File: src/rtl/issue_stage_if.sv
// Bundles the upstream, regfile, writeback-snoop and downstream signals of issue_stage.
// slave is the issue stage's own view; master is the surrounding pipeline's view.
interface issue_stage_if #(
    parameter int unsigned CTRL_W = 32
);
    logic              flush;
    logic              id_valid;
    logic              id_ready;
    logic [4:0]        id_rs1;
    logic [4:0]        id_rs2;
    logic [4:0]        id_rd;
    logic              id_use_rs1;
    logic              id_use_rs2;
    logic              id_rd_wen;
    logic [31:0]       id_pc;
    logic [CTRL_W-1:0] id_ctrl;
    logic [4:0]        rf_rs1;
    logic [4:0]        rf_rs2;
    logic              rf_rs1_valid;
    logic              rf_rs2_valid;
    logic [31:0]       rf_rs1_data;
    logic [31:0]       rf_rs2_data;
    logic [4:0]        rf_rd;
    logic              rf_reserve;
    logic              wb0_en;
    logic              wb1_en;
    logic [4:0]        wb0_reg;
    logic [4:0]        wb1_reg;
    logic [31:0]       wb0_data;
    logic [31:0]       wb1_data;
    logic              ex_valid;
    logic              ex_ready;
    logic [31:0]       ex_op1;
    logic [31:0]       ex_op2;
    logic [4:0]        ex_rd;
    logic              ex_rd_wen;
    logic [31:0]       ex_pc;
    logic [CTRL_W-1:0] ex_ctrl;

    modport slave (
        input  flush, id_valid, id_rs1, id_rs2, id_rd, id_use_rs1, id_use_rs2, id_rd_wen,
               id_pc, id_ctrl, rf_rs1_valid, rf_rs2_valid, rf_rs1_data, rf_rs2_data,
               wb0_en, wb1_en, wb0_reg, wb1_reg, wb0_data, wb1_data, ex_ready,
        output id_ready, rf_rs1, rf_rs2, rf_rd, rf_reserve,
               ex_valid, ex_op1, ex_op2, ex_rd, ex_rd_wen, ex_pc, ex_ctrl
    );

    modport master (
        output flush, id_valid, id_rs1, id_rs2, id_rd, id_use_rs1, id_use_rs2, id_rd_wen,
               id_pc, id_ctrl, rf_rs1_valid, rf_rs2_valid, rf_rs1_data, rf_rs2_data,
               wb0_en, wb1_en, wb0_reg, wb1_reg, wb0_data, wb1_data, ex_ready,
        input  id_ready, rf_rs1, rf_rs2, rf_rd, rf_reserve,
               ex_valid, ex_op1, ex_op2, ex_rd, ex_rd_wen, ex_pc, ex_ctrl
    );
endinterface

File: src/rtl/issue_stage.sv
// Single-entry issue stage: holds one decoded instruction, waits for operands and a free
// destination (shadow busy vector, writeback bypass), then issues it to execute.
module issue_stage #(
    parameter int unsigned CTRL_W = 32
) (
    input logic          clk,
    input logic          reset,
    issue_stage_if.slave bus
);
    typedef enum logic [1:0] {EMPTY, WAIT, OUT} state_e;

    state_e            state_q;
    logic [4:0]        h_rs1_q;
    logic [4:0]        h_rs2_q;
    logic [4:0]        h_rd_q;
    logic              h_use1_q;
    logic              h_use2_q;
    logic              h_wen_q;
    logic [31:0]       h_pc_q;
    logic [CTRL_W-1:0] h_ctrl_q;
    logic [31:0]       busy_q;
    logic [31:0]       busy_d;
    logic [31:0]       ex_op1_q;
    logic [31:0]       ex_op2_q;
    logic [4:0]        ex_rd_q;
    logic              ex_rd_wen_q;
    logic [31:0]       ex_pc_q;
    logic [CTRL_W-1:0] ex_ctrl_q;

    logic        id_ready_w;
    logic        accept;
    logic        hit0_1, hit1_1, hit0_2, hit1_2;
    logic        rdy1, rdy2;
    logic        rd_live;
    logic        waw_ok;
    logic        issue;
    logic        reserve;
    logic [31:0] op1, op2;

    assign id_ready_w = !reset && !bus.flush &&
                        ((state_q == EMPTY) || ((state_q == OUT) && bus.ex_ready));
    assign accept     = bus.id_valid && id_ready_w;

    always_comb begin
        hit0_1  = bus.wb0_en && (bus.wb0_reg == h_rs1_q) && (h_rs1_q != '0);
        hit1_1  = bus.wb1_en && (bus.wb1_reg == h_rs1_q) && (h_rs1_q != '0);
        hit0_2  = bus.wb0_en && (bus.wb0_reg == h_rs2_q) && (h_rs2_q != '0);
        hit1_2  = bus.wb1_en && (bus.wb1_reg == h_rs2_q) && (h_rs2_q != '0);

        if (h_rs1_q == '0)  op1 = '0;
        else if (hit0_1)    op1 = bus.wb0_data;
        else if (hit1_1)    op1 = bus.wb1_data;
        else                op1 = bus.rf_rs1_data;

        if (h_rs2_q == '0)  op2 = '0;
        else if (hit0_2)    op2 = bus.wb0_data;
        else if (hit1_2)    op2 = bus.wb1_data;
        else                op2 = bus.rf_rs2_data;

        rdy1    = !h_use1_q || (h_rs1_q == '0) || bus.rf_rs1_valid || hit0_1 || hit1_1;
        rdy2    = !h_use2_q || (h_rs2_q == '0) || bus.rf_rs2_valid || hit0_2 || hit1_2;
        rd_live = h_wen_q && (h_rd_q != '0);
        // A writeback to rd this cycle would race the reservation in the regfile, so wait it out.
        waw_ok  = !rd_live ||
                  (!busy_q[h_rd_q] &&
                   !(bus.wb0_en && (bus.wb0_reg == h_rd_q)) &&
                   !(bus.wb1_en && (bus.wb1_reg == h_rd_q)));
        issue   = (state_q == WAIT) && !reset && !bus.flush && rdy1 && rdy2 && waw_ok;
        reserve = issue && rd_live;

        busy_d = busy_q;
        if (reserve)    busy_d[h_rd_q]      = 1'b1;
        if (bus.wb0_en) busy_d[bus.wb0_reg] = 1'b0;
        if (bus.wb1_en) busy_d[bus.wb1_reg] = 1'b0;
        busy_d[0] = 1'b0;
    end

    assign bus.id_ready   = id_ready_w;
    assign bus.rf_rs1     = h_rs1_q;
    assign bus.rf_rs2     = h_rs2_q;
    assign bus.rf_reserve = reserve;
    assign bus.rf_rd      = reserve ? h_rd_q : '0;
    assign bus.ex_valid   = (state_q == OUT);
    assign bus.ex_op1     = ex_op1_q;
    assign bus.ex_op2     = ex_op2_q;
    assign bus.ex_rd      = ex_rd_q;
    assign bus.ex_rd_wen  = ex_rd_wen_q;
    assign bus.ex_pc      = ex_pc_q;
    assign bus.ex_ctrl    = ex_ctrl_q;

    always_ff @(posedge clk) begin
        if (reset) begin
            state_q     <= EMPTY;
            h_rs1_q     <= '0;
            h_rs2_q     <= '0;
            h_rd_q      <= '0;
            h_use1_q    <= 1'b0;
            h_use2_q    <= 1'b0;
            h_wen_q     <= 1'b0;
            h_pc_q      <= '0;
            h_ctrl_q    <= '0;
            busy_q      <= '0;
            ex_op1_q    <= '0;
            ex_op2_q    <= '0;
            ex_rd_q     <= '0;
            ex_rd_wen_q <= 1'b0;
            ex_pc_q     <= '0;
            ex_ctrl_q   <= '0;
        end else begin
            busy_q <= busy_d;
            // accept is only possible from EMPTY or a draining OUT, so loading here never clobbers a live hold.
            if (accept) begin
                h_rs1_q  <= bus.id_rs1;
                h_rs2_q  <= bus.id_rs2;
                h_rd_q   <= bus.id_rd;
                h_use1_q <= bus.id_use_rs1;
                h_use2_q <= bus.id_use_rs2;
                h_wen_q  <= bus.id_rd_wen;
                h_pc_q   <= bus.id_pc;
                h_ctrl_q <= bus.id_ctrl;
            end
            if (bus.flush) begin
                state_q <= EMPTY;
            end else begin
                case (state_q)
                    EMPTY: if (accept) state_q <= WAIT;
                    WAIT: begin
                        if (issue) begin
                            state_q     <= OUT;
                            ex_op1_q    <= op1;
                            ex_op2_q    <= op2;
                            ex_rd_q     <= h_rd_q;
                            ex_rd_wen_q <= h_wen_q;
                            ex_pc_q     <= h_pc_q;
                            ex_ctrl_q   <= h_ctrl_q;
                        end
                    end
                    OUT: if (bus.ex_ready) state_q <= accept ? WAIT : EMPTY;
                    default: state_q <= EMPTY;
                endcase
            end
        end
    end
endmodule

File: src/flat_wrapper.sv
// flat-port wrapper written by rule: the top's interface ports become plain ports
module issue_stage_flat 
#(
    parameter int unsigned CTRL_W = 32
)
  (clk, reset, bus_flush, bus_id_valid, bus_id_rs1, bus_id_rs2, bus_id_rd, bus_id_use_rs1, bus_id_use_rs2, bus_id_rd_wen, bus_id_pc, bus_id_ctrl, bus_rf_rs1_valid, bus_rf_rs2_valid, bus_rf_rs1_data, bus_rf_rs2_data, bus_wb0_en, bus_wb1_en, bus_wb0_reg, bus_wb1_reg, bus_wb0_data, bus_wb1_data, bus_ex_ready, bus_id_ready, bus_rf_rs1, bus_rf_rs2, bus_rf_rd, bus_rf_reserve, bus_ex_valid, bus_ex_op1, bus_ex_op2, bus_ex_rd, bus_ex_rd_wen, bus_ex_pc, bus_ex_ctrl);
  issue_stage_if #(.CTRL_W(CTRL_W)) bus_i ();
  input logic clk;
  input logic reset;
  input wire logic [$bits(bus_i.flush)-1:0] bus_flush;
  input wire logic [$bits(bus_i.id_valid)-1:0] bus_id_valid;
  input wire logic [$bits(bus_i.id_rs1)-1:0] bus_id_rs1;
  input wire logic [$bits(bus_i.id_rs2)-1:0] bus_id_rs2;
  input wire logic [$bits(bus_i.id_rd)-1:0] bus_id_rd;
  input wire logic [$bits(bus_i.id_use_rs1)-1:0] bus_id_use_rs1;
  input wire logic [$bits(bus_i.id_use_rs2)-1:0] bus_id_use_rs2;
  input wire logic [$bits(bus_i.id_rd_wen)-1:0] bus_id_rd_wen;
  input wire logic [$bits(bus_i.id_pc)-1:0] bus_id_pc;
  input wire logic [$bits(bus_i.id_ctrl)-1:0] bus_id_ctrl;
  input wire logic [$bits(bus_i.rf_rs1_valid)-1:0] bus_rf_rs1_valid;
  input wire logic [$bits(bus_i.rf_rs2_valid)-1:0] bus_rf_rs2_valid;
  input wire logic [$bits(bus_i.rf_rs1_data)-1:0] bus_rf_rs1_data;
  input wire logic [$bits(bus_i.rf_rs2_data)-1:0] bus_rf_rs2_data;
  input wire logic [$bits(bus_i.wb0_en)-1:0] bus_wb0_en;
  input wire logic [$bits(bus_i.wb1_en)-1:0] bus_wb1_en;
  input wire logic [$bits(bus_i.wb0_reg)-1:0] bus_wb0_reg;
  input wire logic [$bits(bus_i.wb1_reg)-1:0] bus_wb1_reg;
  input wire logic [$bits(bus_i.wb0_data)-1:0] bus_wb0_data;
  input wire logic [$bits(bus_i.wb1_data)-1:0] bus_wb1_data;
  input wire logic [$bits(bus_i.ex_ready)-1:0] bus_ex_ready;
  output wire logic [$bits(bus_i.id_ready)-1:0] bus_id_ready;
  output wire logic [$bits(bus_i.rf_rs1)-1:0] bus_rf_rs1;
  output wire logic [$bits(bus_i.rf_rs2)-1:0] bus_rf_rs2;
  output wire logic [$bits(bus_i.rf_rd)-1:0] bus_rf_rd;
  output wire logic [$bits(bus_i.rf_reserve)-1:0] bus_rf_reserve;
  output wire logic [$bits(bus_i.ex_valid)-1:0] bus_ex_valid;
  output wire logic [$bits(bus_i.ex_op1)-1:0] bus_ex_op1;
  output wire logic [$bits(bus_i.ex_op2)-1:0] bus_ex_op2;
  output wire logic [$bits(bus_i.ex_rd)-1:0] bus_ex_rd;
  output wire logic [$bits(bus_i.ex_rd_wen)-1:0] bus_ex_rd_wen;
  output wire logic [$bits(bus_i.ex_pc)-1:0] bus_ex_pc;
  output wire logic [$bits(bus_i.ex_ctrl)-1:0] bus_ex_ctrl;
  assign bus_i.flush = bus_flush;
  assign bus_i.id_valid = bus_id_valid;
  assign bus_i.id_rs1 = bus_id_rs1;
  assign bus_i.id_rs2 = bus_id_rs2;
  assign bus_i.id_rd = bus_id_rd;
  assign bus_i.id_use_rs1 = bus_id_use_rs1;
  assign bus_i.id_use_rs2 = bus_id_use_rs2;
  assign bus_i.id_rd_wen = bus_id_rd_wen;
  assign bus_i.id_pc = bus_id_pc;
  assign bus_i.id_ctrl = bus_id_ctrl;
  assign bus_i.rf_rs1_valid = bus_rf_rs1_valid;
  assign bus_i.rf_rs2_valid = bus_rf_rs2_valid;
  assign bus_i.rf_rs1_data = bus_rf_rs1_data;
  assign bus_i.rf_rs2_data = bus_rf_rs2_data;
  assign bus_i.wb0_en = bus_wb0_en;
  assign bus_i.wb1_en = bus_wb1_en;
  assign bus_i.wb0_reg = bus_wb0_reg;
  assign bus_i.wb1_reg = bus_wb1_reg;
  assign bus_i.wb0_data = bus_wb0_data;
  assign bus_i.wb1_data = bus_wb1_data;
  assign bus_i.ex_ready = bus_ex_ready;
  assign bus_id_ready = bus_i.id_ready;
  assign bus_rf_rs1 = bus_i.rf_rs1;
  assign bus_rf_rs2 = bus_i.rf_rs2;
  assign bus_rf_rd = bus_i.rf_rd;
  assign bus_rf_reserve = bus_i.rf_reserve;
  assign bus_ex_valid = bus_i.ex_valid;
  assign bus_ex_op1 = bus_i.ex_op1;
  assign bus_ex_op2 = bus_i.ex_op2;
  assign bus_ex_rd = bus_i.ex_rd;
  assign bus_ex_rd_wen = bus_i.ex_rd_wen;
  assign bus_ex_pc = bus_i.ex_pc;
  assign bus_ex_ctrl = bus_i.ex_ctrl;
  issue_stage #(.CTRL_W(CTRL_W)) u_core (.clk(clk), .reset(reset), .bus(bus_i));
endmodule
File: config.mk
export PLATFORM = sky130hd
export DESIGN_NAME = issue_stage_flat
export DESIGN_NICKNAME = d
export VERILOG_FILES = /design/src/rtl/issue_stage_if.sv /design/src/rtl/issue_stage.sv /design/src/flat_wrapper.sv
export SDC_FILE = /design/constraint.sdc
export NUM_CORES = 1
export LEC_CHECK = 0
export ABC_CLOCK_PERIOD_IN_PS = 4300
export CAP_MARGIN = 20
export CORE_ASPECT_RATIO = 1.75
export CORE_MARGIN = 2
export CORE_UTILIZATION = 43
export CTS_CLUSTER_SIZE = 10
export DETAILED_ROUTE_END_ITERATION = 7
export PLACE_DENSITY_LB_ADDON = 0.2
export RECOVER_POWER = 100
export SLEW_MARGIN = 40
export SYNTH_ARGS = -nofsm -noshare
export SYNTH_HDL_FRONTEND = slang
export SYNTH_SLANG_ARGS = --single-unit
File: constraint.sdc
create_clock -name clk -period 4.3 [get_ports clk]
set_input_delay 0.645 -clock clk [delete_from_list [all_inputs] [get_ports clk]]
set_output_delay 0.645 -clock clk [all_outputs]
set_load 0.02 [all_outputs]
==> summary.md, run 1 <==
| Metric | Value |
|---|---|
| Gr usage total | `25.5%` |
| Clock transition at the registers of the reported paths | `0.06 ns` |
| Switching share of total power | `23.6%` |
| DRC Markers | `0` |
| Setup crit end kind | `primary output` |
| Die W | `132 um` |
| CTS sink cnt | `249` |
| GR met1 Demand/Resource | `27.0%` |
| Initial DRC Count | `444` |
| Leakage | `6.66 nW` |
| Area delta synth->final | `38.4%` |
| Yosys reg bits | `249` |
| Unique masters post-synth | `55` |
| Number of setup buffers added after CTS | `0` |
| Final slew viol count | `103` |
| Filler cells | `2,506` |
| Rel. slew slack | `-7.79%` |
| EDFF count, synth | `0` |
| Cells taking the most area after synthesis | `dfxtp_1 (41%), mux2i_1 (9.1%), mux2_2 (8.9%), nand2_1 (5.5%), nor2b_1 (5.0%)` |
| Root buffer cell | `clkbuf_16` |
| Min-Delay Path Class | `register to register` |
| Async SR Flop Fraction | `0%` |
| FMAX | `243 MHz` |
| Buf/Inv on CP | `3` |
| Critical R2R Capture | `u_core.bus.ex_op2[26]` |
| Hold Path Depth | `2` |
| Core Region | `28,000 um^2` |
| Synthesized Nets | `1,593` |
| Worst-Margin Slew | `1.62 ns` |
| CP endpoint | `bus_rf_rd[1]` |
| Num CTS Buffers | `28` |
| WP data required | `3.65 ns` |
| YS warnings | `0` |
| RSZ-0062 raised after global routing | `no` |
| Synth Instances | `1,364` |
| Port Buf Inserts | `380` |
| Worst-skew pair later-pin latency | `0.56 ns` |
| CP max stage delay | `0.70 ns` |
| Vias | `11.1k` |
| CP delay by family, top | `buffers and inverters` |
| Result of the run | `finished with violations` |
| Top Usage Layer GRT | `met2` |
| DRT antenna net count | `0` |
| Vias in the first global route | `11.2k` |
| RR Startpoint | `u_core.h_rd_q[4]` |
| Dominant synthesized flop cell | `dfxtp_1` |
| Yosys top cell area share | `40.6%` |
| Levels on crit path | `9` |
| Combinational share of power | `11.5%` |
| I/O Pins | `381` |
| WP data arrival | `3.47 ns` |
| Reg power frac | `47.7%` |
| Setup violators final | `0` |
| Pin count of the biggest net entering global routing | `225` |
| Vias per inst | `5.39` |
| GP Congestion | `0.886` |
| Setup Skew | `0.0241 ns` |
| Post-route insts no fill | `2,059` |
| Placed Cells | `2,023` |
| PostCTS Resize Cnt | `0` |
| Clk network pwr share | `40.8%` |
| Pwr dens | `292 nW/um^2` |
| Synth top cells by count | `dfxtp_1 (249), nand2_1 (179), a21oi_1 (115), mux2i_1 (111), nor2b_1 (99)` |
| Final #Nets | `1,910` |
| Beginning of the critical path | `u_core.h_rd_q[1]` |
| M2 GR Usage | `45.9%` |
| Row count | `81` |
| Peak supply drop | `0.327 mV` |
| Htree depth | `1` |
| Switching power | `1.17 mW` |
| Die area | `29,900 um^2` |
| Max_cap viols | `1` |
| Syn Std Cell Area | `12,300 um^2` |
| Largest area contributor in the netlist | `dfxtp_1` |
| Initial antenna violation count | `8` |
| Kind of critical path | `register to primary output` |
| Layout cells sized above 1 | `10.9%` |
| Sequential area share after synthesis | `40.6%` |
| Tcrit/Tclk final | `95.7%` |
| Reg-to-reg slack, setup | `0.36 ns` |
| Worst hold slack | `0.448 ns` |
| Post-route setup TNS | `0 ns` |
| Avg Inst Size Synth | `8.99 um^2` |
| DR WL/cell | `19.1 um` |
| HPWL after DPL | `28,200 um` |
| R2r worst-path depth | `7` |
| Starting Density | `43.8%` |
| CP max-delay cell | `dlygate4sd3_1` |
| Min Tclk post-route | `4.11 ns` |
| CTS tree | `built` |
| CP Cell Sequence | `buf_4 > mux4_2 > nand4_1 > o311ai_1 > nor3_1 > nand3_1 > buf_4 > nor3_1 > dlygate4sd3_1` |
| Deepest clock path buffer count | `3` |
| Grt total ovfl | `0` |
| Internal power | `3.79 mW` |
| DRT Wirelength | `39,300 um` |
| Count leader, synth | `dfxtp_1` |
| CP Max Fanout | `10` |
| Failing checks | `max-capacitance violations, max-slew violations` |
| Power Total | `4.96 mW` |
| DR pass1 iterations | `6` |
| Crit start category | `register` |
| Hold Vio Cnt, Final | `0` |
| First-pass GRT wire length | `61,300 um` |
| Hold Buf Count CTS | `0` |
| M3 GR Usage | `7.41%` |
| Die Y | `227 um` |
[worst min-delay path by stage]
stage | from | end | slack, ns
finish | u_core.h_pc_q[21] | u_core.h_pc_q[21] | 0.45
global route | u_core.h_ctrl_q[17] | u_core.h_ctrl_q[17] | 0.47
CTS | u_core.h_pc_q[3] | u_core.h_pc_q[3] | 0.45
detailed placement | u_core.h_pc_q[21] | u_core.h_pc_q[21] | 0.45
global placement | u_core.h_ctrl_q[9] | u_core.h_ctrl_q[9] | 0.44
floorplan | u_core.busy_q[25] | u_core.busy_q[25] | 0.42
[layer usage]
layer / wire [um] / vias to the layer above
met5: 43 / -
met4: 1910 / 6
met3: 3090 / 99
met2: 19700 / 443
met1: 14600 / 5165
li1: - / 5379
[state kept, by name (all words and copies together), names as in the netlist]
signal,count
u_core.bus.ex_rd,5
u_core.h_rd_q,5
u_core.busy_q,31
u_core.bus.ex_op2,32
u_core.h_pc_q,32
u_core.bus.ex_rd_wen,1
u_core.bus.ex_ctrl,32
u_core.bus.ex_pc,32
u_core.h_ctrl_q,32
u_core.h_wen_q,1
u_core.bus.rf_rs2,5
u_core.state_q,2
u_core.h_use1_q,1
u_core.bus.ex_op1,32
u_core.bus.rf_rs1,5
u_core.h_use2_q,1
[power groups by stage]
| stage | registers (mW) | clock network (mW) | logic (mW) |
|---|---|---|---|
| final | 2.37 | 2.03 | 0.572 |
| after detailed placement | 2.42 | 0 | 0.572 |
| after global routing | 2.37 | 2.16 | 0.617 |
| after CTS | 2.37 | 2.08 | 0.575 |
| after floorplan | 2.42 | 0 | 0.252 |
| after global placement | 2.41 | 0 | 0.567 |
[kinds of logic after synthesis]
family	count (synthesis)	share of synthesized area [%]
AOI/OAI and AO/OA	261	13.6
and+or+nand+nor	485	20.7
xor gates and xnor gates	30	2.14
muxes	211	18.4
DFF	249	40.6
buffers and inverters	128	4.41
[area by class of cell]
class | instances | area, um^2 | share of cell area (%)
well taps | 373 | 467 | 2.75
flip-flops and latches | 249 | 4980 | 29.4
inverters | 11 | 41.3 | 0.243
diodes | 5 | 12.5 | 0.0737
clock buffers | 29 | 704 | 4.15
multi-input cells | 987 | 6730 | 39.6
repair buffers | 404 | 4020 | 23.7
clock inverters | 1 | 16.3 | 0.0958
[worst reg2reg max path, cell delays in order, from the launching register on]
cell and delay [ns]:
dfxtp_1 0.75, or3b_2 0.53, o22ai_1 0.24, nor2_1 0.13, a211o_1 0.36, nand3_4 0.10
clkbuf_4 1.20, mux2_2 0.50
[per-stage QoR]
step	cell area, um^2	worst slack, ns	util (%)
3_5_place_dp	16300	0.335	58.2
5_1_grt	17000	0.0320	60.7
2_1_floorplan	12300	0.904	-
6_report	17000	0.187	60.7
4_1_cts	17000	0.200	60.8
3_3_place_gp	16300	0.425	58.2
[cell usage in the layout, fill, tap and decap left out, types with 5 or more instances in the layout]
cell	n
dfxtp_1	249
clkdlybuf4s50_1	227
nand2_1	179
dlygate4sd3_1	152
a21oi_1	115
mux2i_1	111
nor2b_1	99
mux2_2	97
nand2b_1	50
nor2_1	45
o21ai_0	37
a211o_1	33
clkbuf_16	28
o22ai_1	24
nand3b_1	22
or3b_2	20
xnor2_1	20
nand3_1	19
buf_4	17
o31ai_1	12
o41ai_1	12
inv_1	11
nor3_1	10
xor2_1	10
nor3b_1	8
or3_1	7
a22oi_1	7
nand4_1	6
diode_2	5
Power figures use the tool's default switching activity.
==> run 2, diff against run 1 <==
- SETUP_SLACK_MARGIN: unset -> 0.1
==> summary.md, run 2 (synthesis results as in run 1) <==
| Metric | Value |
|---|---|
| Failing checks | `max-capacitance violations, max-slew violations` |
| Result of the run | `finished with violations` |
| FMAX | `241 MHz` |
| RSZ-0062 raised after global routing | `no` |
| Setup crit end kind | `primary output` |
| Pin count of the biggest net entering global routing | `225` |
| Buf/Inv on CP | `2` |
| Most frequent cells in the layout | `dfxtp_1 (249), clkdlybuf4s50_1 (226), nand2_1 (179)` |
| Pwr dens | `293 nW/um^2` |
| Port Buf Inserts | `380` |
| CP Cell Sequence | `or3b_2 > o22ai_1 > nor2_1 > a21o_1 > nand3_1 > clkbuf_1 > nor2_1 > dlygate4sd3_1` |
| DR pass1 iterations | `5` |
| Worst-Margin Slew | `1.62 ns` |
| Gr usage total | `25.5%` |
| Die area | `29,900 um^2` |
| Grt total ovfl | `0` |
| Final slew viol count | `103` |
| Cell mode on critical path | `nor2_1` |
| Area delta synth->final | `38.3%` |
| Clock transition at the registers of the reported paths | `0.06 ns` |
| Placed Cells | `2,023` |
| Vias in the first global route | `11.2k` |
| Worst-skew pair later-pin latency | `0.56 ns` |
| Post-layout util | `60.6%` |
| Post-route insts no fill | `2,059` |
| Die W | `132 um` |
| DRC Markers | `0` |
| CP max-delay cell | `dfxtp_1` |
| Critical R2R Capture | `u_core.bus.ex_op2[26]` |
| CP Max Fanout | `13` |
| Hold Vio Cnt, Final | `0` |
| Num CTS Buffers | `28` |
| Core Region | `28,000 um^2` |
| CTS tree | `built` |
| DRT antenna net count | `0` |
| Peak supply drop | `0.327 mV` |
| Tcrit/Tclk final | `96.5%` |
| Leakage | `6.65 nW` |
| Setup Skew | `0.0243 ns` |
| Starting Density | `43.8%` |
| Layout cells sized above 1 | `10.9%` |
| RR Startpoint | `u_core.h_rd_q[4]` |
| Rel. slew slack | `-7.83%` |
| Hold Path Depth | `2` |
| Deepest clock path buffer count | `3` |
| GP Congestion | `0.886` |
| CP delay by family, top | `buffers and inverters` |
| Row count | `81` |
| Initial DRC Count | `429` |
| Reg-to-reg slack, setup | `0.34 ns` |
| Power Total | `4.96 mW` |
| Initial antenna violation count | `8` |
| Die Y | `227 um` |
| Vias per inst | `5.41` |
| I/O Pins | `381` |
| Kind of critical path | `register to primary output` |
| Post-route setup TNS | `0 ns` |
| Final #Nets | `1,910` |
| Setup violators final | `0` |
| Max_cap viols | `1` |
| Hold endpoint | `u_core.h_pc_q[21]` |
| WP data arrival | `3.51 ns` |
| Design Area, Final | `17,000 um^2` |
| Min Tclk post-route | `4.15 ns` |
| Area post-placement | `16,300 um^2` |
| DRT Wirelength | `39,300 um` |
| Vias | `11.1k` |
| R2r worst-path depth | `7` |
| Crit start category | `register` |
| Root buffer cell | `clkbuf_16` |
| Min-Delay Path Class | `register to register` |
| HPWL after DPL | `28,200 um` |
| Hold path start | `u_core.h_pc_q[21]` |
| Most common cell after layout, fill and taps aside | `dfxtp_1` |
| Number of setup buffers added after CTS | `0` |
| DR WL/cell | `19.1 um` |
| First-pass GRT wire length | `61,300 um` |
| CTS sink cnt | `249` |
| WP data required | `3.65 ns` |
| Htree depth | `1` |
| CP max stage delay | `0.75 ns` |
-- run 2: report_power, final --
| part | internal (mW) | switching (mW) | total (mW) |
|---|---|---|---|
| clock network | 1.14 | 0.881 | 2.02 |
| logic | 0.309 | 0.263 | 0.572 |
| registers | 2.34 | 0.0259 | 2.37 |
-- run 2: metal layers --
metal  GRT usage, %  up-vias  share of wire [%]  wire length, um
met1           27.0     5185                 37            14500
met5              0        -               0.11               43
li1               -     5382                  -                -
met2           45.9      464                 50            19700
met3           7.41      103                8.1             3200
met4           13.1        6                4.8             1890
-- run 2: repair_timing --
action | CTS | global route
hold buffers | 0 | 0
resized for setup | 0 | 2
setup endpoints to repair | 0 | 2
-- run 2: worst reg2reg max path: cells and delay by family (launching register included) --
kind	cells	cell delay [ns]
AO/OA/AOI/OAI	2	0.60
buffers and inverters	1	1.20
flip-flops	1	0.75
multiplexers	1	0.50
AND/OR/NAND/NOR	3	0.76
-- run 2: worst max path at each step --
stage | startpoint | to | slack (ns) | depth (start not counted)
2_1_floorplan | bus_wb1_reg[0] | bus_rf_rd[1] | 0.90 | 7
3_3_place_gp | bus_wb0_reg[0] | bus_rf_rd[3] | 0.42 | 9
3_5_place_dp | bus_wb0_reg[0] | bus_rf_rd[4] | 0.33 | 9
4_1_cts | u_core.h_rd_q[1] | bus_rf_rd[4] | 0.20 | 9
5_1_grt | u_core.h_rd_q[1] | bus_rf_rd[3] | 0.06 | 9
6_report | u_core.h_rd_q[4] | bus_rf_reserve | 0.15 | 8
-- run 2: metrics by stage --
stage | hold WS [ns] | setup WS [ns]
2_1_floorplan | 0.421 | 0.904
3_3_place_gp | 0.440 | 0.425
4_1_cts | 0.451 | 0.200
5_1_grt | 0.468 | 0.0562
3_5_place_dp | 0.445 | 0.335
6_report | 0.448 | 0.149
-- run 2: cell type report --
type	instances	area, um^2
Clock inverter	1	16.3
Multi-Input combinational cell	987	6730
Inverter	11	41.3
Sequential cell	249	4980
Tap cell	373	467
Fill cell	2512	11000
Antenna cell	5	12.5
Clock buffer	29	704
Timing Repair Buffer	404	4010
